`config.mk`:
```
export PLATFORM = sky130hd
export DESIGN_NAME = fixed_point_iterative_complex_divider
export DESIGN_NICKNAME = d
export VERILOG_FILES = /design/src/rtl/fixed_point_iterative_complex_divider.sv
export SDC_FILE = /design/constraint.sdc
export NUM_CORES = 2
export LEC_CHECK = 0
export ABC_CLOCK_PERIOD_IN_PS = 17200
export BUFFER_PORTS_ARGS = -buffer_cell sky130_fd_sc_hd__buf_2
export CAP_MARGIN = 40
export CORE_MARGIN = 2
export CORE_UTILIZATION = 48
export CTS_CLUSTER_SIZE = 28
export DETAILED_ROUTE_END_ITERATION = 6
export HOLD_SLACK_MARGIN = 0.02
export PLACE_DENSITY = 0.65
export SLEW_MARGIN = 20
export SYNTH_ARGS = -nofsm -noshare
export SYNTH_HDL_FRONTEND = slang
export SYNTH_SLANG_ARGS = --single-unit
```
`constraint.sdc`:
```
create_clock -name clk -period 17.2 [get_ports clk]
set_input_delay 1.72 -clock clk [delete_from_list [all_inputs] [get_ports clk]]
set_output_delay 1.72 -clock clk [all_outputs]
set_load 0.01 [all_outputs]
```
`src/rtl/fixed_point_iterative_complex_divider.sv`:
```
// Iterative signed fixed-point complex divider c = a/b: shared shift-add multiplier, restoring divider, val/rdy both sides.
// Optional dbz (divide-by-zero flag) output when FIXED_POINT_COMPLEX_DIVIDER_DBZ_EN is defined.
`timescale 1ns/1ps
module fixed_point_iterative_complex_divider #(
  parameter int n = 32,
  parameter int d = 16
) (
  input  logic         clk,
  input  logic         reset,
  input  logic         recv_val,
  output logic         recv_rdy,
  input  logic [n-1:0] ar,
  input  logic [n-1:0] ac,
  input  logic [n-1:0] br,
  input  logic [n-1:0] bc,
  output logic         send_val,
  input  logic         send_rdy,
  output logic [n-1:0] cr,
  output logic [n-1:0] cc
`ifdef FIXED_POINT_COMPLEX_DIVIDER_DBZ_EN
  ,
  output logic         dbz
`endif
);
  localparam int CW = $clog2(n + d);
  localparam logic [CW-1:0] MUL_LAST = CW'(n - 1);
  localparam logic [CW-1:0] DIV_LAST = CW'(n + d - 1);

  typedef enum logic [1:0] {IDLE, MUL, DIV, DONE} state_t;
  state_t state;

  logic [n-1:0]   ar_r, ac_r, br_r, bc_r, den, nr, ni, quot_r;
  logic [2:0]     stage;
  logic [CW-1:0]  cnt;
  logic [2*n-1:0] acc;
  logic [n+d-1:0] q;
  logic [n-1:0]   rem;

  // Multiplier: operands chosen by stage, one partial product per cycle, acc restarts at cnt 0.
  logic [n-1:0]   op_a, op_b, mag_a, mag_b, prod;
  logic [2*n-1:0] addend, acc_next, prod_s;
  logic           b_bit, p_neg;

  always_comb begin
    op_a = ar_r;
    op_b = bc_r;
    case (stage)
      3'd0:    begin op_a = br_r; op_b = br_r; end
      3'd1:    begin op_a = bc_r; op_b = bc_r; end
      3'd2:    begin op_a = ar_r; op_b = br_r; end
      3'd3:    begin op_a = ac_r; op_b = bc_r; end
      3'd4:    begin op_a = ac_r; op_b = br_r; end
      default: begin op_a = ar_r; op_b = bc_r; end
    endcase
  end

  assign mag_a    = op_a[n-1] ? -op_a : op_a;
  assign mag_b    = op_b[n-1] ? -op_b : op_b;
  assign p_neg    = op_a[n-1] ^ op_b[n-1];
  assign b_bit    = |((mag_b >> cnt) & n'(1));
  assign addend   = b_bit ? ({{n{1'b0}}, mag_a} << cnt) : '0;
  assign acc_next = ((cnt == '0) ? '0 : acc) + addend;
  assign prod_s   = p_neg ? -acc_next : acc_next;
  assign prod     = n'(prod_s >> d);

  // Restoring divider on |num| << d; the dividend is injected at cnt 0.
  logic [n-1:0]   num, num_mag, rem_cur, rem_next, quot;
  logic [n+d-1:0] q_cur, q_next;
  logic [n:0]     rem_sh;
  logic           ge;

  assign num      = stage[0] ? ni : nr;
  assign num_mag  = num[n-1] ? -num : num;
  assign q_cur    = (cnt == '0) ? {num_mag, {d{1'b0}}} : q;
  assign rem_cur  = (cnt == '0) ? '0 : rem;
  assign rem_sh   = {rem_cur, q_cur[n+d-1]};
  assign ge       = rem_sh >= {1'b0, den};
  assign rem_next = n'(ge ? rem_sh - {1'b0, den} : rem_sh);
  assign q_next   = {q_cur[n+d-2:0], ge};
  assign quot     = (den == '0) ? '0 : (num[n-1] ? -q_next[n-1:0] : q_next[n-1:0]);

  always_ff @(posedge clk or negedge reset) begin
    if (!reset) begin
      state    <= IDLE;
      recv_rdy <= 1'b1;
      send_val <= 1'b0;
      cr       <= '0;
      cc       <= '0;
      ar_r     <= '0;
      ac_r     <= '0;
      br_r     <= '0;
      bc_r     <= '0;
      den      <= '0;
      nr       <= '0;
      ni       <= '0;
      quot_r   <= '0;
      stage    <= '0;
      cnt      <= '0;
      acc      <= '0;
      q        <= '0;
      rem      <= '0;
`ifdef FIXED_POINT_COMPLEX_DIVIDER_DBZ_EN
      dbz      <= 1'b0;
`endif
    end else begin
      case (state)
        IDLE: if (recv_val) begin
          ar_r     <= ar;
          ac_r     <= ac;
          br_r     <= br;
          bc_r     <= bc;
          stage    <= '0;
          cnt      <= '0;
          recv_rdy <= 1'b0;
          state    <= MUL;
        end
        MUL: begin
          acc <= acc_next;
          if (cnt == MUL_LAST) begin
            cnt <= '0;
            case (stage)
              3'd0:    den <= prod;
              3'd1:    den <= den + prod;
              3'd2:    nr  <= prod;
              3'd3:    nr  <= nr + prod;
              3'd4:    ni  <= prod;
              default: ni  <= ni - prod;
            endcase
            if (stage == 3'd5) begin
              stage <= '0;
              state <= DIV;
            end else begin
              stage <= stage + 3'd1;
            end
          end else begin
            cnt <= cnt + 1'b1;
          end
        end
        DIV: begin
          if (den != '0) begin
            q   <= q_next;
            rem <= rem_next;
          end
          if (cnt == DIV_LAST) begin
            cnt <= '0;
            if (stage == 3'd0) begin
              quot_r <= quot;
              stage  <= 3'd1;
            end else begin
              cr       <= quot_r;
              cc       <= quot;
              send_val <= 1'b1;
              stage    <= '0;
              state    <= DONE;
`ifdef FIXED_POINT_COMPLEX_DIVIDER_DBZ_EN
              dbz      <= (den == '0);
`endif
            end
          end else begin
            cnt <= cnt + 1'b1;
          end
        end
        DONE: if (send_rdy) begin
          send_val <= 1'b0;
          recv_rdy <= 1'b1;
          state    <= IDLE;
        end
        default: state <= IDLE;
      endcase
    end
  end
endmodule

```
Word-level counts from Yosys, hierarchy flattened
Cells that the tools add are included.
- word-level logic and storage cells: 118
- output and inout bits: 66
- bits in registers: 477
- shift-type cells: 2
- magnitude comparators: 1
- bitwise operators: 3
- muxes and demuxes: 41
- reduce and logical (&&, ||, !) cells: 25
- equal/unequal tests: 16
- add/sub/neg operators: 12
- operators by type and width (operator ; number):
    2-to-1 mux 32 bit ; 9
    case mux 32 bit (2 select lines) ; 3
    2-to-1 mux 64 bit ; 2
    negator 32 bit ; 4
    2-to-1 mux 48 bit ; 2
    case mux 32 bit (3 select lines) ; 1
    adder 32 bit ; 2
    adder 64 bit ; 1
    left shift 32 x 6 -> 64 bit ; 1
    subtractor 32 bit ; 2
    negator 48 bit ; 1
    greater-or-equal comparator 33 x 32 -> 1 bit ; 1
    zero test 32 bit ; 1
    nonzero test 32 bit ; 1
    >> shifter 32 x 6 -> 1 bit ; 1
    2-to-1 mux 6 bit ; 3
    case mux 6 bit (3 select lines) ; 1
    AND reduction 3 bit ; 6
    2-to-1 mux 2 bit ; 6
    2-to-1 mux 3 bit ; 4
    inequality test 2 bit (second input constant) ; 6
    case mux 3 bit (3 select lines) ; 1
    case mux 2 bit (4 select lines) ; 1
    AND reduction 4 bit ; 2
    23 further kinds ; 38

Logic depth before layout (Yosys ltp)
- depth after elaboration: 12
- mapped depth: 53

Worst setup path before layout
No wires, ideal clock.
- path type: reg-to-reg
- start point: reg stage[1]
- end point: reg ni[30]
- data required time: 17079 ps
- arrival time: 11657 ps
- library setup time: 121 ps
- buffers on the path: 6
- period minus slack after synthesis: 11779 ps
- cell stages (with the launch flop): 50
- slack: 5421 ps
- cells stage by stage: dfrtp_1 -> buf_4 -> buf_4 -> a21oi_2 -> buf_4 -> clkbuf_1 -> buf_2 -> mux2i_1 -> ha_1 -> inv_1 -> nor3_1 -> nand2b_1 -> o21ai_0 -> xor2_1 -> mux4_2 -> mux4_2 -> nand2_1 -> clkbuf_1 -> [... 14 more ...] -> or3_1 -> a21oi_1 -> o31ai_1 -> o41ai_1 -> o2111ai_1 -> a21oi_1 -> o21bai_1 -> maj3_1 -> and4_1 -> a2111o_1 -> a31oi_1 -> o31ai_1 -> o2111a_1 -> a211oi_1 -> a211oi_2 -> a221o_1 -> mux2i_1 -> o22a_1
- longest elaborated chain between the ends: 12
- elaborated cells on any way between the ends: 25
- classes of those cells: add/sub: 5; eq/ne: 4; shift: 2; mux: 7; bitwise: 2; reduce/logical: 5
- RTL lines (item ; line ; RTL):
    from (decl) ; 33 ; logic [2:0] stage;
    from (signal assigned) ; 133 ; stage <= stage + 3'd1;
    == test 3 bit (tied with other cells) ; 47, 121 ;
    OR reduction 2 bit (no line) or OR reduction 3 bit (tied branches) ; n/a ;
    case mux 32 bit (3 select lines) or 2-to-1 mux 32 bit (tied branches) ; 47 ; case (stage)
    negator 32 bit, on equally long branches ; 57, 58 ;
    2-to-1 mux 32 bit, on equally long branches ; 57, 58 ;
    left shift 32 x 6 -> 64 bit or >> shifter 32 x 6 -> 1 bit (tied branches) ; 61, 60 ;
    2-to-1 mux 64 bit ; 61 ; assign addend = b_bit ? ({{n{1'b0}}, mag_a} << cnt) : '0;
    adder 64 bit ; 62 ; assign acc_next = ((cnt == '0) ? '0 : acc) + addend;
    negator 48 bit ; 63 ; assign prod_s = p_neg ? -acc_next : acc_next;
    2-to-1 mux 48 bit ; 63 ;
    subtractor 32 bit ; 127 ; default: ni <= ni - prod;
    case mux 32 bit (2 select lines) ; 121 ; case (stage)
    to (signal assigned) ; 126 ; 3'd4: ni <= prod;
    to (signal assigned) ; 127 ;
    to (decl) ; 32 ; logic [n-1:0] ar_r, ac_r, br_r, bc_r, den, nr, ni, quot_r;
Parallel ways exist; a longest one is shown, timed or not.
A chain may end at the register's enable or synchronous reset.

Worst setup path after layout
Same ends and word-level chain as after synthesis.

==> implementation parameters <==
Parameter                              Value

Status
  Outcome ... completed

STA
  Slew at the pin closest to its max-slew limit ... about 900 ps
  Final Hold Violating Endpoints ... 0
  Unrepaired setup endpoints after global routing ... no
  Max-slew violations ... 0
  Final critical-path share of the clock period ... 78.9%
  Total Neg Setup Slack ... 0 ps
  Slew HR ... 39.8%
  Minimum clock period ... 13,570 ps
  Setup-violating endpoint count in the final report ... 0
  Setup skew after layout ... slightly above 50 ps
  Max Clk Rate ... roughly 74 MHz

Finish
  Filler instances ... 7,280
  Final design instance area without fill ... between 40,000 and 50,000 sq um
  Layout cell share with drive strength beyond 1 ... 14.4%
  Area overhead of the layout relative to synthesis ... 11.2%
  Final-stage net count ... slightly below 5,000

Logic synthesis
  Synth Area per Inst ... 8.21 sq um
  Leading register cell type out of synthesis ... sky130_fd_sc_hd__dfrtp_1
  FF+latch count, synth ... approximately 460
  Sequential area share after synthesis ... 31.0%
  Number of unique standard cell types used by synthesis ... around 100
  Proportion of register bits with asynchronous set or reset after synthesis ... between 90% and 100%
  YS warnings ... 0
  Synthesized netlist net count ... 4,861
  EDFF count, synth ... 0
  Syn Std Cell Area ... about 37,000 sq um
  Syn Inst Count ... roughly 4,500

Clock tree
  Number of clock sinks seen by CTS ... ~460
  CTS buffer count ... 53
  Reg clk slew, reported paths ... roughly 70 ps
  Clock Latency Late Sink ... around 640 ps
  Hold-fix buffers, CTS ... 0
  Root cell of the clock tree ... sky130_fd_sc_hd__clkbuf_16
  H-Tree Level Count ... 2
  Number of gates given a new drive strength after cts ... 0
  Number of buffers on the longest clock path ... 3
  # Post-CTS Setup Buffers ... 0
  TritonCTS clock tree ... done

Place
  Gpl congestion ... roughly 0.94
  HPWL Detailed ... about 80,000 um
  Placed inst area ... a little under 40,000 sq um
  Number of port buffers ... between 150 and 200

Critical path
  Required time of the critical path ... 17,720 ps
  Type of the setup path with the least slack ... flop to flop
  Launch point of the worst path ... stage[1]$_DFFE_PN0P_
  Critical Path End ... ni[30]$_DFFE_PN0P_
  Worst path arrival time ... 14,080 ps
  Worst r2r src ... stage[1]$_DFFE_PN0P_
  Max incr delay on CP ... around 690 ps
  Length in cells of the worst reg-to-reg path ... 45
  Reg2Reg Capture Point ... ni[30]$_DFFE_PN0P_
  Maximum fanout count along the critical path ... 36
  Capturing element type of the critical path ... flop
  Worst path slowest cell ... sky130_fd_sc_hd__clkinv_1
  Internal reg-to-reg setup slack ... approximately 3600 ps
  Startpoint types ... flop

Die
  Boundary Pins ... around 200
  Total die area ... around 80,000 sq um
  Row cnt ... 102
  Core area ... between 70,000 and 80,000 sq um
  Overall die height ... between 200 and 300 um
  Die X-Extent ... between 200 and 300 um
  Initial Util ... slightly below 50%

Global route
  Initial antenna violation count ... 2
  Vias in the first global route ... ~32,000
  Maximum number of pins on one net before global-route repair ... 94
  Wire length of the first global-routing pass ... 174,000 um
  Global-route total usage across every layer ... 26.8%
  Residual overflow from global routing ... 0

Power
  Worst ir drop on vdd ... between 0.0001 and 0.00015 V
  Leak ... about 19 nW
  PD cells ... roughly 210 nW/um^2

Detailed routing
  Count of routing violations after the opening detailed-route iteration ... 2,456
  Total DRC errors in the routed layout ... 0
  Final wirelength ... 108,000 um
  Antenna-violating nets left ... 0
  Via count normalized by instance count ... between 5 and 6
  WL/cell ... around 19 um
  Via Count ... approximately 33,000
  Number of iterations in the first detailed-routing pass ... 6

Flow run
  Max capacitance violation total ... 0

Worst hold path
  Worst min-delay path startpoint ... quot_r[24]$_DFFE_PN0P_
  Class of the tightest hold or removal check ... flop to flop
==> sequential cells by signal, summed over array words and instances (netlist names), 2 cells and up <==
signal  count
ni         32
bc_r       32
stage       3
cnt         6
ac_r       32
ar_r       32
cr         32
acc        48
rem        32
q          48
br_r       32
nr         32
den        32
quot_r     32
state       2
cc         32
==> cell usage in the layout, fill, tap and decap left out, types with 33 or more instances in the layout <==
| cell type | n |
|---|---|
| sky130_fd_sc_hd__o22ai_1 | 43 |
| sky130_fd_sc_hd__inv_1 | 170 |
| sky130_fd_sc_hd__o21ai_0 | 360 |
| sky130_fd_sc_hd__mux2_2 | 203 |
| sky130_fd_sc_hd__nor2_1 | 418 |
| sky130_fd_sc_hd__nand3_1 | 79 |
| sky130_fd_sc_hd__o21bai_1 | 33 |
| sky130_fd_sc_hd__a31oi_1 | 49 |
| sky130_fd_sc_hd__buf_2 | 198 |
| sky130_fd_sc_hd__a211oi_1 | 47 |
| sky130_fd_sc_hd__clkbuf_16 | 53 |
| sky130_fd_sc_hd__and3_1 | 34 |
| sky130_fd_sc_hd__a21oi_1 | 335 |
| sky130_fd_sc_hd__xnor2_1 | 140 |
| sky130_fd_sc_hd__o211ai_1 | 43 |
| sky130_fd_sc_hd__nand2b_1 | 37 |
| sky130_fd_sc_hd__and2_1 | 100 |
| sky130_fd_sc_hd__nor4_1 | 34 |
| sky130_fd_sc_hd__dfrtp_1 | 456 |
| sky130_fd_sc_hd__a21o_1 | 59 |
| sky130_fd_sc_hd__mux2i_1 | 156 |
| sky130_fd_sc_hd__xor2_1 | 103 |
| sky130_fd_sc_hd__nor3_1 | 99 |
| sky130_fd_sc_hd__buf_4 | 66 |
| sky130_fd_sc_hd__ha_1 | 182 |
| sky130_fd_sc_hd__nand2_1 | 576 |
| sky130_fd_sc_hd__o31ai_1 | 50 |
==> worst min path at each step <==
| stage | cells past startpoint | slack (ps) | to |
|---|---|---|---|
| 6_report | 2 | 470 | cr[24]$_DFFE_PN0P_ |
| 5_1_grt | 2 | 480 | cr[4]$_DFFE_PN0P_ |
| 4_1_cts | 2 | 470 | cr[12]$_DFFE_PN0P_ |
| 3_5_place_dp | 2 | 450 | cr[24]$_DFFE_PN0P_ |
| 3_3_place_gp | 2 | 440 | cr[5]$_DFFE_PN0P_ |
| 2_1_floorplan | 2 | 430 | cr[15]$_DFFE_PN0P_ |
==> routing by layer <==
layer	global-route usage (%)	routed length, um
met5	0	0
met4	7.81	2960
met3	2.68	5310
met2	44.9	50800
met1	36.6	48600
==> cell families (layout without fill, tap and decap cells) <==
group	Yosys count	in the layout	synth area share (%)
other	0	1	0
AND/OR/NAND/NOR	1554	1554	19.3
buffers and inverters	439	553	4.55
adder cells (fa/ha/maj)	192	192	6.52
AO/OA/AOI/OAI	1280	1280	21.9
multiplexers	369	369	10.9
XOR/XNOR	246	246	5.88
flip-flops	461	461	31.0
==> Yosys cell counts, drive strengths merged (12+ instances only) <==
cell       n  share of area [%]
nand2    577                5.8
dfrtp    460                 31
nor2     421                4.2
o21ai    377                5.1
a21oi    338                4.6
mux2     204                6.2
clkbuf   202                2.0
ha       183                6.1
inv      172                1.7
mux2i    157                4.2
xnor2    143                3.5
nor3     103                1.4
xor2     103                2.4
and2     101                1.7
nand3     82                1.1
buf       61               0.75
a21o      59                1.2
o31ai     52                1.1
a211oi    49                1.0
a31oi     49               0.82
o211ai    44               0.92
o22ai     43               0.72
nor4      38               0.73
nand2b    37               0.62
and3      34               0.57
o21bai    33               0.66
a2bb2oi   31               0.73
or2       29               0.49
nor2b     27               0.45
nand4     25               0.46
or3       21               0.35
o21a      20               0.40
a221o     19               0.51
o221ai    19               0.45
nor3b     15               0.30
or4       15               0.31
a22oi     14               0.28
a21boi    13               0.26
o41ai     12               0.32
==> critical path: cells and delay by family, from the launching register on <==
kind            cells  cell delay, ps
compound gates     24            7030
simple gates        9            2020
buf+inv             4            1660
fa+ha+maj           3            1040
xor+xnor            2             800
mux                 3             470
flops               1             340
==> layout make-up <==
| cell class | instances | area [sq um] | area share, % |
|---|---|---|---|
| Tap cell | 1040 | 1300 | 3.14 |
| Multi-Input combinational cell | 3641 | 24100 | 58.3 |
| Clock inverter | 30 | 429 | 1.04 |
| Timing Repair Buffer | 281 | 1890 | 4.55 |
| Antenna cell | 1 | 2.50 | 0.00604 |
| Sequential cell | 461 | 11500 | 27.9 |
| Clock buffer | 66 | 1480 | 3.56 |
| Inverter | 176 | 661 | 1.59 |
==> where the power goes <==
group / switching, W / internal (W)
logic: 0.00370 / 0.00232
clock network: 0.000499 / 0.000744
registers: 0.000206 / 0.00128
==> through the flow <==
| step | total power [W] | setup slack, ps | utilization [%] | hold slack [ps] | std cells |
|---|---|---|---|---|---|
| 6_report | 0.00875 | 3630 | 53.7 | 465 | 5696 |
| 5_1_grt | 0.00950 | 2610 | 53.7 | 478 | 5696 |
| 4_1_cts | 0.00869 | 3750 | 53.4 | 466 | 5686 |
| 3_5_place_dp | 0.00741 | 3820 | 50.9 | 452 | 5590 |
| 3_3_place_gp | 0.00732 | 3500 | 50.7 | 445 | 5580 |
| 2_1_floorplan | 0.00592 | 5420 | - | 433 | 4541 |
(Power assumes the default switching activity.)
